==> src/rtl/frame_write_sequencer.sv <==
// frame_write_sequencer: takes a header (start frame, column, count) and then
// writes each data word into a column's frame chain with SETUP/STROBE/HOLD timing.
module frame_write_sequencer #(
    parameter int FrameBitsPerRow = 32,
    parameter int MaxFramesPerCol = 20,
    parameter int NumColumns      = 16
) (
    input  logic                       CLK,
    input  logic                       reset,
    input  logic                       s_valid,
    input  logic [FrameBitsPerRow-1:0] s_data,
    output logic                       s_ready,
    output logic [FrameBitsPerRow-1:0] FrameData,
    output logic [MaxFramesPerCol-1:0] FrameStrobe,
    output logic [7:0]                 ColSel,
    output logic                       busy,
    output logic                       done,
    output logic                       err
);

    typedef enum logic [2:0] {
        IDLE,
        WAIT_DATA,
        SETUP,
        STROBE,
        HOLD
    } state_t;

    localparam logic [5:0] FrameSat = 6'h3F;
    localparam logic [MaxFramesPerCol-1:0] OneHot = MaxFramesPerCol'(1);

    state_t      r_state;
    state_t      w_next;
    logic [5:0]  r_frame;
    logic [7:0]  r_remaining;
    logic        w_hdr_acc;
    logic        w_data_acc;
    logic        w_err_set;
    logic        w_done_set;
    logic        w_legal;

    // A write is legal only for an in-range frame index and column.
    assign w_legal = ({26'd0, r_frame} < 32'(MaxFramesPerCol))
                  && ({24'd0, ColSel} < 32'(NumColumns));

    // State register.
    always_ff @(posedge CLK) begin
        if (reset) begin
            r_state <= IDLE;
        end else begin
            r_state <= w_next;
        end
    end

    // Next-state, handshake and event decode.
    always_comb begin
        w_next     = r_state;
        s_ready    = 1'b0;
        busy       = 1'b1;
        w_hdr_acc  = 1'b0;
        w_data_acc = 1'b0;
        w_err_set  = 1'b0;
        w_done_set = 1'b0;
        unique case (r_state)
            IDLE: begin
                s_ready = 1'b1;
                busy    = 1'b0;
                if (s_valid) begin
                    w_hdr_acc = 1'b1;
                    if (s_data[7:0] != 8'd0) begin
                        w_next = WAIT_DATA;
                    end else begin
                        w_done_set = 1'b1;
                    end
                end
            end
            WAIT_DATA: begin
                s_ready = 1'b1;
                if (s_valid) begin
                    w_data_acc = 1'b1;
                    w_next     = SETUP;
                end
            end
            SETUP: begin
                w_next    = STROBE;
                w_err_set = !w_legal;
            end
            STROBE: begin
                w_next = HOLD;
            end
            HOLD: begin
                if (r_remaining != 8'd0) begin
                    w_next = WAIT_DATA;
                end else begin
                    w_next     = IDLE;
                    w_done_set = 1'b1;
                end
            end
            default: begin
                w_next = IDLE;
            end
        endcase
    end

    // Strobe only in STROBE for legal writes; reset suppresses it at once.
    always_comb begin
        FrameStrobe = '0;
        if (r_state == STROBE && w_legal && !reset) begin
            FrameStrobe = OneHot << r_frame;
        end
    end

    // Datapath: header fields, data word, frame index, counters and flags.
    always_ff @(posedge CLK) begin
        if (reset) begin
            FrameData   <= '0;
            ColSel      <= 8'd0;
            r_frame     <= 6'd0;
            r_remaining <= 8'd0;
            done        <= 1'b0;
            err         <= 1'b0;
        end else begin
            done <= w_done_set;
            if (w_hdr_acc) begin
                ColSel      <= s_data[15:8];
                r_frame     <= {1'b0, s_data[31:27]};
                r_remaining <= s_data[7:0];
                err         <= 1'b0;
            end
            if (w_data_acc) begin
                FrameData   <= s_data;
                r_remaining <= r_remaining - 8'd1;
            end
            if (w_err_set) begin
                err <= 1'b1;
            end
            if (r_state == HOLD && r_frame != FrameSat) begin
                r_frame <= r_frame + 6'd1;
            end
        end
    end

    // Errors arise only in SETUP, so they never collide with a header clear.
    always_ff @(posedge CLK) begin
        if (!reset) begin
            assert (!(w_hdr_acc && w_err_set));
        end
    end

endmodule

==> config.mk <==
export PLATFORM = sky130hd
export DESIGN_NAME = frame_write_sequencer
export DESIGN_NICKNAME = d
export VERILOG_FILES = /design/src/rtl/frame_write_sequencer.sv
export SDC_FILE = /design/constraint.sdc
export NUM_CORES = 1
export LEC_CHECK = 0
export CORE_MARGIN = 8
export CORE_UTILIZATION = 40
export DETAILED_ROUTE_END_ITERATION = 12
export PLACE_DENSITY = 0.73
export SKIP_LAST_GASP = 1
export SLEW_MARGIN = 0
export SYNTH_ARGS = -nofsm -noshare
export SYNTH_HDL_FRONTEND = slang
export SYNTH_SLANG_ARGS = --single-unit
==> constraint.sdc <==
create_clock -name CLK -period 2 [get_ports CLK]
set_clock_uncertainty 0.1 [all_clocks]
set_input_delay 0.4 -clock CLK [delete_from_list [all_inputs] [get_ports CLK]]
set_output_delay 0.4 -clock CLK [all_outputs]
set_load 0.1 [all_outputs]
# Yosys cells after proc, flatten, opt, wreduce, memory -nomap -nowiden
# Index checks and enable logic that the tools add are counted.
# totals
ff_bits,59
elab_cells,56
in_bits,35
output_inout_bits,64
# classes
order_cmp,2
n_mux,22
n_eq_ne,8
addsub,2
n_shift,1
n_reduce_logical,14
# ops
op,n
two-way mux 20 bit,1
"left shift 1 x 6 -> 20 bit, first input constant",1
two-way mux 8 bit,2
nonzero test 8 bit,2
case mux 3 bit (5 select lines),1
two-way mux 1 bit,12
two-way mux 6 bit,2
two-way mux 3 bit,3
"< comparator 8 x 5 -> 1 bit, second input constant",1
"subtractor 8 x 1 -> 8 bit, second input constant",1
"adder 6 x 1 -> 6 bit, second input constant",1
"equality test 3 x 2 -> 1 bit, second input constant",2
"< comparator 6 x 5 -> 1 bit, second input constant",1
"inequality test 2 bit, second input constant",3
"inequality test 6 bit, second input constant",1
nonzero test 2 bit,3
logical AND 1 bit,4
"equality test 3 x 1 -> 1 bit, second input constant",1
"equality test 3 bit, second input constant",1
logical NOT 3 bit,1
AND reduction 3 bit,1
logical NOT 1 bit,2
case mux 1 bit (2 select lines),1
OR reduction 2 bit,1

# Logic depth before layout (Yosys ltp)
# Gate-level depths: netlist of run 1.
# depth
depth_word,5
depth_mapped,7
ltp_nobuf,6

# Worst setup path before layout of run 1
# No wires, ideal clock.
# synth_path
path_kind,flip-flop to output port
startpoint,register ColSel[5]
endpoint,output port FrameStrobe[10]
slack_ps,-1505
path_stages_with_launch,5
t_arrival_ps,3005
required_ps,1500
n_path_buf,0
path_cell_list,dfxtp_1 > or4_4 > nor4_4 > nand2_1 > nor2_1
# synth_between
elab_chain_cells,5
# synth_lines
element,line,rtl
start: declaration,15,"output logic [7:0] ColSel,"
start signal: assignment,125,ColSel <= s_data[15:8];
< comparator 8 x 5 -> 1 bit,44,"&& ({24'd0, ColSel} < 32'(NumColumns));"
logical AND 1 bit,44,
logical AND 1 bit (2 in series),108,if (r_state == STROBE && w_legal && !reset) begin
two-way mux 20 bit,108,
end: declaration,14,"output logic [MaxFramesPerCol-1:0] FrameStrobe,"
# No other way between the ends.

# Final worst setup path of run 1
# layout_path
startpoint,register r_frame[5]
endpoint,output port FrameStrobe[6]
# layout_between
elab_chain_cells,5
word_cells_on_any_way,6
cone_classes,order compare: 1; shift: 1; mux: 1; reduce/logical: 3
# layout_lines
element,line,rtl
start: declaration,34,logic [5:0] r_frame;
start signal: assignment,126,"r_frame <= {1'b0, s_data[31:27]};"
start signal: assignment,138,r_frame <= r_frame + 6'd1;
< comparator 6 x 5 -> 1 bit,43,"assign w_legal = ({26'd0, r_frame} < 32'(MaxFramesPerCol))"
logical AND 1 bit,44,
logical AND 1 bit (2 in series),108,
two-way mux 20 bit *,108,
# Mark *: on every way between the ends. The rest lies on a longest branch, timed or not.

==> summary.txt, run 1 <==
STA
  • Count of final max-slew check failures: 0
  • Setup slack of the critical path after layout: -0.5388 ns
  • Headroom to the max-slew limit: between 60% and 70%
  • Final setup violating endpoints: 20
  • Pin slew with the least headroom to its limit: a little under 0.6 ns
  • RSZ-0062 raised after global routing: true
  • Minimum clock period after layout: between 2 and 3 ns
  • Worst hold-check slack: approximately 0.36 ns
  • Highest achievable clock rate: ~390 MHz
  • Final hold violation count: 0
  • Share of the clock period used by the worst path after layout: 126.9%

Floorplanning
  • Starting Density: between 40 and 50%
  • Core ar.: about 6600 sq um
  • Die Footprint: 9594 sq um
  • Standard-cell rows: 30
  • IO Pins: approximately 100
  • Die X: just under 100 um
  • Die Y-Extent: ~98 um

Critical path
  • Nature of the critical path endpoint: primary output
  • Data arrival time of the critical path: ~2.0 ns
  • Largest fanout on the critical path: 5
  • Sort of element at the start of the critical path: register
  • Req. time, crit path: 1.50 ns
  • Kind of critical path: register to primary output

Layout
  • # nets final: between 500 and 600
  • Growth of design area from synthesis to finish: 70.19%
  • Non-filler cells in the finished layout: ~550
  • Antenna diode instance count: 0
  • Share of cells above drive strength 1: approximately a third
  • Fin area: about 4600 sq um
  • Total of fill cells in the finished design: about 530

Route
  • Final routed wire length divided by cell count: around 15 um
  • Via/cell ratio: between 5 and 6
  • 1st-iter DRT viols: 120
  • Remaining routing DRC violations: 0
  • Remaining antenna violation count after routing: 0
  • Total wirelength of the detailed-routed design: approximately 8000 um
  • Total number of vias: approximately 2,800
  • Total iterations of the first detailed-routing run: 6

Logic synthesis
  • Number of synthesized flops with an enable pin: 0
  • Cell types with the highest counts after synthesis: 97 x sky130_fd_sc_hd__nand2_1, 59 x sky130_fd_sc_hd__dfxtp_1, 52 x sky130_fd_sc_hd__a21oi_1
  • Syn_area_per_cell: between 7 and 8 sq um
  • Biggest area consumer among synthesized cells: sky130_fd_sc_hd__dfxtp_1
  • Post-synth cell types: 46
  • Most used DFF post-synth: sky130_fd_sc_hd__dfxtp_1
  • Synth area leaders: sky130_fd_sc_hd__dfxtp_1 44%, sky130_fd_sc_hd__nand2_1 14%, sky130_fd_sc_hd__a21oi_1 9.7%
  • Sequential cell area fraction in the yosys report: 43.97%
  • Async set-or-reset flop fraction in the synthesized netlist: 0%
  • Most common cell in the netlist: sky130_fd_sc_hd__nand2_1
  • Net count after synthesis: approximately 390
  • Area share of the largest cell type after synthesis: between 40 and 50%
  • Synth Warn #: 0
  • Cell Area, Synth: between 2000 and 3000 sq um
  • Cells after Synth: around 350
  • Count of state elements after synthesis: 59

Power
  • Power Total: 3546 uW
  • Pwr dens: around 780 nW/um^2
  • LEAKAGE: 0.001787 uW
  • Worst VDD drop: roughly 0.58 mV

Run status
  • Result of the run: finished with violations
  • Violated checks: setup timing

Run
  • Max_cap viols: 0

Clock tree
  • Hold bufs inserted after CTS: 0
  • H-Tree Level Count: 3
  • Clock latency of the later-clocked register in the worst-skew pair: 0.34 ns
  • CTS clk-pin slew, worst paths: ~0.070 ns
  • TritonCTS clock tree: built
  • Number of CTS-inserted buffers: 9
  • Clock Root Buffer: sky130_fd_sc_hd__clkbuf_8
  • Clock tree sinks: 59
  • Number of buffers on the longest clock path: 2

GRT
  • Pin count of the biggest net entering global routing: 60
  • Gr ovfl total: 0
  • Via count of the first global-routing pass: 2,822
  • Number of antenna violations at the first check in global routing: 0
  • Wire length of the first global-routing pass: between 10,000 and 15,000 um
  • Overall global routing resource usage: 17.35%

Placed design
  • Detail Placement HPWL: between 6000 and 7000 um
  • Port bufs: between 90 and 100
  • Cell area reported after detailed placement: roughly 4300 sq um
  • Pre-CTS worst setup slack: -0.3122 ns
  • Gp weighted congestion: between 0.7 and 0.8
  • Placed cells: about 530

Hold path
  • Class of the worst hold path: register to register
## worst paths after layout
path / from / endpoint / slack, ns / cells after the start
max: r_frame[5]$_SDFFE_PP0P_ / FrameStrobe[6] / -0.54 / 6
min: FrameData[24]$_SDFFE_PP0P_ / FrameData[24]$_SDFFE_PP0P_ / 0.36 / 2
max reg2reg: r_state[2]$_SDFFE_PP0P_ / r_frame[4]$_SDFFE_PP0P_ / 0.28 / 6
min reg2reg: FrameData[24]$_SDFFE_PP0P_ / FrameData[24]$_SDFFE_PP0P_ / 0.36 / 2
## state kept, by name (all words and copies together), names as in the netlist
| signal | cells |
|---|---|
| FrameData | 32 |
| ColSel | 8 |
| r_remaining | 8 |
| done | 1 |
| err | 1 |
| r_state | 3 |
| r_frame | 6 |
## metal layers
metal | GRT usage [%] | wire length (um) | share of wire (%)
met1 | 18.74 | 3335 | 41
met2 | 29.35 | 4015 | 49
met3 | 6.899 | 677 | 8.3
met4 | 7.554 | 177 | 2.2
met5 | 0 | 0 | 0
## worst max-delay path: stages (launching register included)
cell                      delay (ns)
sky130_fd_sc_hd__dfxtp_1        0.31
sky130_fd_sc_hd__or4_4          0.55
sky130_fd_sc_hd__nor4_4         0.14
sky130_fd_sc_hd__buf_4          0.17
sky130_fd_sc_hd__and2b_2        0.17
sky130_fd_sc_hd__and3_4         0.19
sky130_fd_sc_hd__buf_12         0.17
## repair_timing
action,CTS,global route
pin swaps,5,0
resized for setup,5,1
endpoints found under the setup margin,21,20
setup buffers,3,0
## kinds of logic (layout without fill, tap and decap cells)
| group | Yosys count | after routing | synth area share (%) |
|---|---|---|---|
| AND/OR/NAND/NOR | 165 | 165 | 28.92 |
| adder cells (fa/ha/maj) | 7 | 7 | 3.260 |
| flip-flops | 59 | 59 | 43.97 |
| buffers and inverters | 32 | 157 | 5.076 |
| XOR/XNOR | 5 | 5 | 1.630 |
| AO/OA/AOI/OAI | 79 | 79 | 17.14 |
## area by class of cell
cell class | count | area, sq um | area share [%]
clock inverters | 3 | 21.27 | 0.4652
multi-input cells | 256 | 1533 | 33.52
flip-flops and latches | 59 | 1190 | 26.03
repair buffers | 132 | 1525 | 33.36
inverters | 9 | 33.78 | 0.7389
well taps | 80 | 100.1 | 2.189
clock buffers | 13 | 168.9 | 3.695
## power by group
part           internal, uW  switching [uW]
Combinational           411             779
Sequential             1260            72.9
Clock                   551             469
Total                  2220            1320
## layout by cell type (no fill, tap or decap), drive strengths merged, types with 3 or more instances in the layout
cell type,netlist,final
a21oi,52,52
a22oi,4,4
a2bb2oi,3,3
o21ai,4,4
nand3,8,8
and3,8,8
and2,3,3
nand4,4,4
nor3,5,5
inv,9,9
or4,3,3
buf,9,99
dfxtp,59,59
nand2b,3,3
clkbuf,14,13
clkdlybuf4s50,0,33
xor2,3,3
nor3b,4,4
nand2,97,97
nor2,19,19
ha,7,7
a31oi,3,3
o211ai,3,3
## per-stage QoR
stage | setup TNS (ns) | utilization [%]
finish | -10.04 | 68.81
global route | -12.32 | 68.81
CTS | -10.58 | 68.79
detailed placement | -4.310 | 65.24
global placement | -4.166 | 65.24
floorplan | -9.905 | -
(Power assumes the default switching activity.)
==> run 2, diff against run 1 <==
--- a/config.mk
+++ b/config.mk
@@ -5,9 +5,11 @@
 export SDC_FILE = /design/constraint.sdc
 export NUM_CORES = 1
 export LEC_CHECK = 0
+export CORE_ASPECT_RATIO = 1.2
 export CORE_MARGIN = 8
 export CORE_UTILIZATION = 40
 export DETAILED_ROUTE_END_ITERATION = 12
+export MAX_ROUTING_LAYER = met4
 export PLACE_DENSITY = 0.73
 export SKIP_LAST_GASP = 1
 export SLEW_MARGIN = 0
==> run 2 against run 1 <==
The run still ends with setup timing left. Critical path depth unchanged. Global-route usage up 1.4 points. Flip-flop and latch count unchanged. Largest power group unchanged. Die area is 0.11% higher. Core utilization increased by 2.6 points. Critical path type unchanged. Routed wire length rose by 6.0%. Maximum frequency down 1.3%. Register-to-register slack worse by 0.02 ns. Highest routed layer unchanged. First-iteration DRC count increased by 57%. Combinational power is essentially flat. Cell count rose by 0.72%. Cell area increased by 1.4%.
==> summary.txt, run 2 (synthesis gave the netlist of run 1 again) <==
Run status
  • Result of the run: finished with violations (unchanged)
  • Violated checks: setup timing (unchanged)

Layout
  • Reg with most FFs: FrameData (unchanged)
  • Registers with the most flip-flops: FrameData (32), ColSel (8), r_remaining (8) (unchanged)
  • Growth of design area from synthesis to finish: 72.52% (was 70.19%)
  • Max FFs per register: 32 (unchanged)
  • Most common cell after layout, fill and taps aside: sky130_fd_sc_hd__nand2_1 (unchanged)
  • # nets final: 508 (was 509)
  • Antenna diode instance count: 0 (unchanged)
  • Fin util: 71.45% (was 68.81%)
  • Share of cells above drive strength 1: 32.06% (was 31.78%)
  • Most frequent cells in the layout: 96 x sky130_fd_sc_hd__nand2_1, 56 x sky130_fd_sc_hd__buf_4, 55 x sky130_fd_sc_hd__dfxtp_1, 52 x sky130_fd_sc_hd__a21oi_1, 39 x sky130_fd_sc_hd__buf_12 (was 96 x sky130_fd_sc_hd__nand2_1, 61 x sky130_fd_sc_hd__buf_4, 56 x sky130_fd_sc_hd__dfxtp_1, 52 x sky130_fd_sc_hd__a21oi_1, 36 x sky130_fd_sc_hd__buf_12)

Critical path
  • Data arrival time of the critical path: 2.07 ns (was 2.04 ns)
  • Slowest CP cell: sky130_fd_sc_hd__or4_4 (unchanged)
  • Sort of element at the start of the critical path: register (unchanged)
  • Kind of critical path: register to primary output (unchanged)
  • Delay of the slowest cell on the worst path: 0.55 ns (about the same)
  • Req. time, crit path: 1.50 ns (about the same)
  • Setup slack of the most critical reg-to-reg path: 0.26 ns (was 0.28 ns)
  • Critical path cell sequence: or4_4 > nor4_4 > buf_6 > and2b_2 > and3_4 > buf_12 (was or4_4 > nor4_4 > buf_4 > and2b_2 > and3_4 > buf_12)
  • Worst reg-to-reg path cell count: 4 (was 6)
  • Largest fanout on the critical path: 5 (unchanged)
  • Source of the worst register-to-register timing path: r_frame[3]$_SDFFE_PP0P_ (was r_state[2]$_SDFFE_PP0P_)
  • Worst reg2reg endpoint: r_frame[5]$_SDFFE_PP0P_ (was r_frame[4]$_SDFFE_PP0P_)
  • Nature of the critical path endpoint: primary output (unchanged)

Floorplanning
  • Die Y-Extent: 105.8 um (was 97.95 um)
  • Core ar.: 6486 sq um (was 6644 sq um)
  • Standard-cell rows: 32 (was 30)
  • Starting Density: 41.42% (was 40.43%)
  • IO Pins: 99 (unchanged)
  • Die X: 90.81 um (was 97.95 um)
  • Die Footprint: 9605 sq um (was 9594 sq um)

Placed design
  • Gp weighted congestion: 0.8702 (was 0.7729)
  • Detail Placement HPWL: 6477 um (was 6300 um)
  • Port bufs: 98 (unchanged)
  • Pre-CTS worst setup slack: -0.3286 ns (was -0.3122 ns)

STA
  • Setup slack of the critical path after layout: -0.5724 ns (was -0.5388 ns)
  • Minimum clock period after layout: 2.572 ns (was 2.539 ns)
  • Final hold violation count: 0 (unchanged)
  • Share of the clock period used by the worst path after layout: 128.6% (was 126.9%)
  • Worst hold-check slack: 0.3551 ns (was 0.3565 ns)
  • Pin slew with the least headroom to its limit: 0.6081 ns (was 0.5810 ns)
  • RSZ-0062 raised after global routing: true (unchanged)
  • Final-layout setup total negative slack: -10.79 ns (was -10.04 ns)
  • Final setup violating endpoints: 20 (unchanged)
  • Count of final max-slew check failures: 0 (unchanged)
  • Headroom to the max-slew limit: 59.46% (was 61.27%)
  • Highest achievable clock rate: 388.7 MHz (was 393.9 MHz)

Route
  • Total wirelength of the detailed-routed design: 8694 um (was 8205 um)
  • Remaining routing DRC violations: 0 (unchanged)
  • Via/cell ratio: 5.169 (was 5.130)
  • Final routed wire length divided by cell count: 15.64 um (was 14.86 um)
  • Total iterations of the first detailed-routing run: 5 (was 6)
  • Remaining antenna violation count after routing: 0 (unchanged)
  • Total number of vias: 2,874 (was 2,832)
  • 1st-iter DRT viols: 188 (was 120)

Power
  • Pwr dens: 783.4 nW/um^2 (was 775.6 nW/um^2)
  • Worst VDD drop: 0.6951 mV (was 0.5782 mV)
  • Power Total: 3631 uW (was 3546 uW)
  • LEAKAGE: 0.001786 uW (was 0.001787 uW)

GRT
  • Number of antenna violations at the first check in global routing: 0 (unchanged)
  • Met2 GRT Util: 33.11% (was 29.35%)
  • Global-route met1 utilization: 19.60% (was 18.74%)
  • Pin count of the biggest net entering global routing: 60 (unchanged)
  • Met3 demand-to-capacity share in global routing: 3.903% (was 6.899%)
  • Overall global routing resource usage: 18.74% (was 17.35%)
  • Via count of the first global-routing pass: 2,882 (was 2,822)
  • Gr ovfl total: 0 (unchanged)
  • Most utilized layer in the global route result: met2 (unchanged)
  • Wire length of the first global-routing pass: 14,240 um (was 13,570 um)

Clock tree
  • Hold bufs inserted after CTS: 0 (unchanged)
  • Clock latency of the later-clocked register in the worst-skew pair: 0.34 ns (about the same)
  • Clock tree sinks: 59 (unchanged)
  • TritonCTS clock tree: built (unchanged)
  • H-Tree Level Count: 3 (unchanged)
  • Clock Root Buffer: sky130_fd_sc_hd__clkbuf_8 (unchanged)
  • CTS clk-pin slew, worst paths: 0.07 ns (about the same)
  • Number of buffers on the longest clock path: 2 (unchanged)
  • Number of CTS-inserted buffers: 9 (unchanged)

Hold path
  • Endpoint with the worst hold slack: FrameData[17]$_SDFFE_PP0P_ (was FrameData[24]$_SDFFE_PP0P_)
  • Startpoint of the most critical hold path: FrameData[17]$_SDFFE_PP0P_ (was FrameData[24]$_SDFFE_PP0P_)
  • Hold Path Depth: 2 (unchanged)
  • Class of the worst hold path: register to register (unchanged)

Run
  • Max_cap viols: 0 (unchanged)
==> run 2: cell types whose count changed in the layout (fill, tap and decap cells not counted) <==
cell,previous run,this run
sky130_fd_sc_hd__buf_4,61,56
sky130_fd_sc_hd__buf_12,36,39
sky130_fd_sc_hd__clkbuf_8,12,10
sky130_fd_sc_hd__buf_6,1,2
sky130_fd_sc_hd__bufinv_16,0,1
sky130_fd_sc_hd__clkbuf_1,1,0
sky130_fd_sc_hd__clkinv_2,1,2
sky130_fd_sc_hd__clkinv_4,1,2
sky130_fd_sc_hd__dfxtp_1,56,55
sky130_fd_sc_hd__dfxtp_2,1,2
sky130_fd_sc_hd__nand2_4,1,0
sky130_fd_sc_hd__nand2_8,0,1
==> run 2: power by group <==
part	switching, uW	leakage [uW]	internal [uW]
clock	487	0.000102	608
sequential	74.6	0.000484	1260
combinational	780	0.00120	419
total	1340	0.00179	2290
==> run 2: what timing repair did <==
action / in CTS / in global routing
pin swaps: 4 / 0
endpoints found under the setup margin: 21 / 20
resized for setup: 6 / 3
setup buffers: 2 / 2
gates cloned: 0 / 0
==> run 2: layer usage <==
layer,part of all wire (%),routed length [um]
met1,39,3431
met3,5.4,468
met2,54,4658
met5,0,0
met4,1.6,135
==> run 2: metrics by stage <==
step	cell area, sq um	instances
finish	4634	556
global route	4634	556
CTS	4609	554
detailed placement	4363	536
global placement	4363	536
floorplan	2838	347
==> run 2: how the worst max path moves through the flow <==
stage,start,endpoint,cells past startpoint
floorplan,ColSel[6]$_SDFFE_PP0P_,FrameStrobe[16],4
CTS,ColSel[5]$_SDFFE_PP0P_,FrameStrobe[6],6
finish,r_frame[5]$_SDFFE_PP0P_,FrameStrobe[6],6
global route,r_frame[5]$_SDFFE_PP0P_,FrameStrobe[6],6
detailed placement,ColSel[6]$_SDFFE_PP0P_,FrameStrobe[6],6
global placement,ColSel[6]$_SDFFE_PP0P_,FrameStrobe[4],6
==> run 2: critical path, delay by kind of cell (launching register included) <==
family | cells | cell delay, ns
DFF | 1 | 0.32
buffers and inverters | 2 | 0.32
and+or+nand+nor | 4 | 1.09
==> run 2: layout make-up <==
| type | instances | area (sq um) |
|---|---|---|
| clock buffers | 10 | 137.6 |
| clock inverters | 6 | 65.06 |
| fillers | 505 | 1852 |
| inverters | 9 | 33.78 |
| multi-input cells | 256 | 1541 |
| flip-flops and latches | 59 | 1191 |
| well taps | 85 | 106.4 |
| repair buffers | 131 | 1559 |
==> run 3, diff against run 2 <==
--- a/config.mk
+++ b/config.mk
@@ -8,6 +8,7 @@
 export CORE_ASPECT_RATIO = 1.2
 export CORE_MARGIN = 8
 export CORE_UTILIZATION = 40
+export CTS_BUF_LIST = sky130_fd_sc_hd__clkbuf_8
 export DETAILED_ROUTE_END_ITERATION = 12
 export MAX_ROUTING_LAYER = met4
 export PLACE_DENSITY = 0.73
==> constraint.sdc (replaced) <==
create_clock -name CLK -period 2.33 [get_ports CLK]
set_clock_uncertainty 0.1 [all_clocks]
set_input_delay 0.466 -clock CLK [delete_from_list [all_inputs] [get_ports CLK]]
set_output_delay 0.466 -clock CLK [all_outputs]
set_load 0.1 [all_outputs]
==> run 3 against run 2 <==
The run still ends with setup timing left. Combinational power is 22% lower. Sequential power is 15% lower. Setup slack better by 0.28 ns. Register-to-register slack better by 0.24 ns. Cell area is 7.6% lower. Clock power is 24% lower. Largest cell class is now multi-input combinational cells.
==> summary.txt, run 3 (synthesis gave the netlist of run 1 again) <==
Run status
  • Result of the run: finished with violations (unchanged)
  • Violated checks: setup timing (unchanged)

Critical path
  • Worst reg2reg endpoint: r_frame[4]$_SDFFE_PP0P_ (was r_frame[5]$_SDFFE_PP0P_)
  • Source of the worst register-to-register timing path: r_state[0]$_SDFFE_PP0P_ (was r_frame[3]$_SDFFE_PP0P_)
  • Data arrival time of the critical path: 2.06 ns (was 2.07 ns)
  • Worst reg-to-reg path cell count: 5 (was 4)
  • Req. time, crit path: 1.76 ns (was 1.50 ns)
  • Largest fanout on the critical path: 4 (was 5)
  • Nature of the critical path endpoint: primary output (unchanged)
  • Setup slack of the most critical reg-to-reg path: 0.50 ns (was 0.26 ns)
  • Sort of element at the start of the critical path: register (unchanged)
  • Kind of critical path: register to primary output (unchanged)
  • Crit. Startpoint: ColSel[6]$_SDFFE_PP0P_ (was r_frame[5]$_SDFFE_PP0P_)
  • Crit path to: FrameStrobe[5] (was FrameStrobe[6])

Placed design
  • Detail Placement HPWL: 6266 um (was 6477 um)
  • Port bufs: 98 (unchanged)
  • Gp weighted congestion: 0.8766 (was 0.8702)
  • Placed cells: 522 (was 536)

Clock tree
  • Number of CTS-inserted buffers: 9 (unchanged)
  • CTS clk-pin slew, worst paths: 0.07 ns (about the same)
  • H-Tree Level Count: 3 (unchanged)
  • TritonCTS clock tree: built (unchanged)
  • Number of buffers on the longest clock path: 2 (unchanged)
  • Clock tree sinks: 59 (unchanged)
  • Hold bufs inserted after CTS: 0 (unchanged)
  • Clock latency of the later-clocked register in the worst-skew pair: 0.34 ns (about the same)
  • Clock Root Buffer: sky130_fd_sc_hd__clkbuf_8 (unchanged)

STA
  • Setup slack of the critical path after layout: -0.2936 ns (was -0.5724 ns)
  • Headroom to the max-slew limit: 58.24% (was 59.46%)
  • Worst hold-check slack: 0.3570 ns (was 0.3551 ns)
  • Highest achievable clock rate: roughly 380 MHz
  • Final setup violating endpoints: 20 (unchanged)
  • Count of final max-slew check failures: 0 (unchanged)
  • Pin slew with the least headroom to its limit: 0.6264 ns (was 0.6081 ns)
  • Minimum clock period after layout: ~2.6 ns
  • RSZ-0062 raised after global routing: true (unchanged)
  • Final hold violation count: 0 (unchanged)
  • Share of the clock period used by the worst path after layout: 112.6%

Layout
  • Antenna diode instance count: 0 (unchanged)
  • # nets final: 494 (was 508)
  • Reg with most FFs: FrameData (unchanged)
  • Most common cell after layout, fill and taps aside: sky130_fd_sc_hd__nand2_1 (unchanged)
  • Registers with the most flip-flops: FrameData (32), ColSel (8), r_remaining (8) (unchanged)
  • Growth of design area from synthesis to finish: 59.34% (was 72.52%)
  • Share of cells above drive strength 1: 29.54% (was 32.06%)
  • Non-filler cells in the finished layout: 542 (was 556)
  • Max FFs per register: 32 (unchanged)
  • Most frequent cells in the layout: 96 x sky130_fd_sc_hd__nand2_1, 59 x sky130_fd_sc_hd__buf_4, 56 x sky130_fd_sc_hd__dfxtp_1, 52 x sky130_fd_sc_hd__a21oi_1, 33 x sky130_fd_sc_hd__clkdlybuf4s50_1 (was 96 x sky130_fd_sc_hd__nand2_1, 56 x sky130_fd_sc_hd__buf_4, 55 x sky130_fd_sc_hd__dfxtp_1, 52 x sky130_fd_sc_hd__a21oi_1, 39 x sky130_fd_sc_hd__buf_12)

Floorplanning
  • Starting Density: 41.42% (unchanged)
  • Standard-cell rows: 32 (unchanged)
  • Core ar.: 6486 sq um (unchanged)
  • Die Y-Extent: 105.8 um (unchanged)
  • IO Pins: 99 (unchanged)
  • Die X: 90.81 um (unchanged)
  • Die Footprint: 9605 sq um (unchanged)

GRT
  • Number of antenna violations at the first check in global routing: 0 (unchanged)
  • Via count of the first global-routing pass: 2,762 (was 2,882)
  • Wire length of the first global-routing pass: 13,710 um (was 14,240 um)
  • Gr ovfl total: 0 (unchanged)
  • Pin count of the biggest net entering global routing: 60 (unchanged)
  • Overall global routing resource usage: 17.95% (was 18.74%)

Route
  • Remaining antenna violation count after routing: 0 (unchanged)
  • Remaining routing DRC violations: 0 (unchanged)
  • 1st-iter DRT viols: 155 (was 188)
  • Total wirelength of the detailed-routed design: 8343 um (was 8694 um)
  • Total number of vias: 2,782 (was 2,874)
  • Via/cell ratio: 5.133 (was 5.169)
  • Total iterations of the first detailed-routing run: 4 (was 5)
  • Final routed wire length divided by cell count: 15.39 um (was 15.64 um)

Power
  • Pwr dens: 681.3 nW/um^2 (was 783.4 nW/um^2)
  • LEAKAGE: 0.001649 uW (was 0.001786 uW)
  • Worst VDD drop: 0.4870 mV (was 0.6951 mV)

Hold path
  • Class of the worst hold path: register to register (unchanged)

Run
  • Max_cap viols: 0 (unchanged)
==> run 3: through the flow <==
step           util (%)  power (uW)  cell area (sq um)  worst slack [ns]  setup TNS [ns]
2_1_floorplan         -        1832               2838           -0.3107          -3.913
3_3_place_gp      62.37        2080               4045          -0.03725         -0.1817
3_5_place_dp      62.37        2093               4045           -0.1218          -1.208
4_1_cts           65.99        2939               4280           -0.3163          -5.736
5_1_grt           65.99        3046               4280           -0.3945          -7.059
6_report          65.99        2916               4280           -0.2936          -5.313
==> run 3: worst min-delay path by stage <==
| stage | start | to | slack, ns | depth (start not counted) |
|---|---|---|---|---|
| 2_1_floorplan | r_remaining[7]$_SDFFE_PP0P_ | r_remaining[7]$_SDFFE_PP0P_ | 0.35 | 2 |
| 3_3_place_gp | FrameData[16]$_SDFFE_PP0P_ | FrameData[16]$_SDFFE_PP0P_ | 0.34 | 2 |
| 3_5_place_dp | FrameData[15]$_SDFFE_PP0P_ | FrameData[15]$_SDFFE_PP0P_ | 0.35 | 2 |
| 4_1_cts | FrameData[15]$_SDFFE_PP0P_ | FrameData[15]$_SDFFE_PP0P_ | 0.36 | 2 |
| 5_1_grt | FrameData[13]$_SDFFE_PP0P_ | FrameData[13]$_SDFFE_PP0P_ | 0.37 | 2 |
| 6_report | FrameData[3]$_SDFFE_PP0P_ | FrameData[3]$_SDFFE_PP0P_ | 0.36 | 2 |
==> run 3: worst max-delay path, stage by stage (launching register included) <==
cell	delay, ns
sky130_fd_sc_hd__dfxtp_4	0.34
sky130_fd_sc_hd__or4_4	0.54
sky130_fd_sc_hd__nor4_4	0.15
sky130_fd_sc_hd__buf_6	0.14
sky130_fd_sc_hd__and2b_2	0.17
sky130_fd_sc_hd__and3_4	0.20
sky130_fd_sc_hd__buf_12	0.17
==> run 3: cell type report <==
type	count	area, sq um
inverter	9	33.78
tap	85	106.4
clock inverter	6	40.04
fill	554	2206
multi-input combinational	256	1531
clock buffer	10	137.6
sequential	59	1190
timing repair buffer	117	1241
==> run 3: report_power, final <==
group | switching, uW | internal, uW
Sequential | 61.6 | 1080
Clock | 422 | 414
Combinational | 655 | 282
==> run 3: timing repair <==
action,in CTS,in global routing
endpoints found under the hold margin,0,0
buffers inserted,4,0
setup endpoints to repair,20,20
pin swaps,3,0
resized for setup,6,0
==> run 3: metal layers <==
metal  up-vias  GRT usage, %  part of all wire, %
met1      1280         20.47                   44
met3        11         3.549                  4.4
li1       1394             -                    -
met4         0         7.737                  1.9
met2        97         29.97                   50
met5         -             -                    0
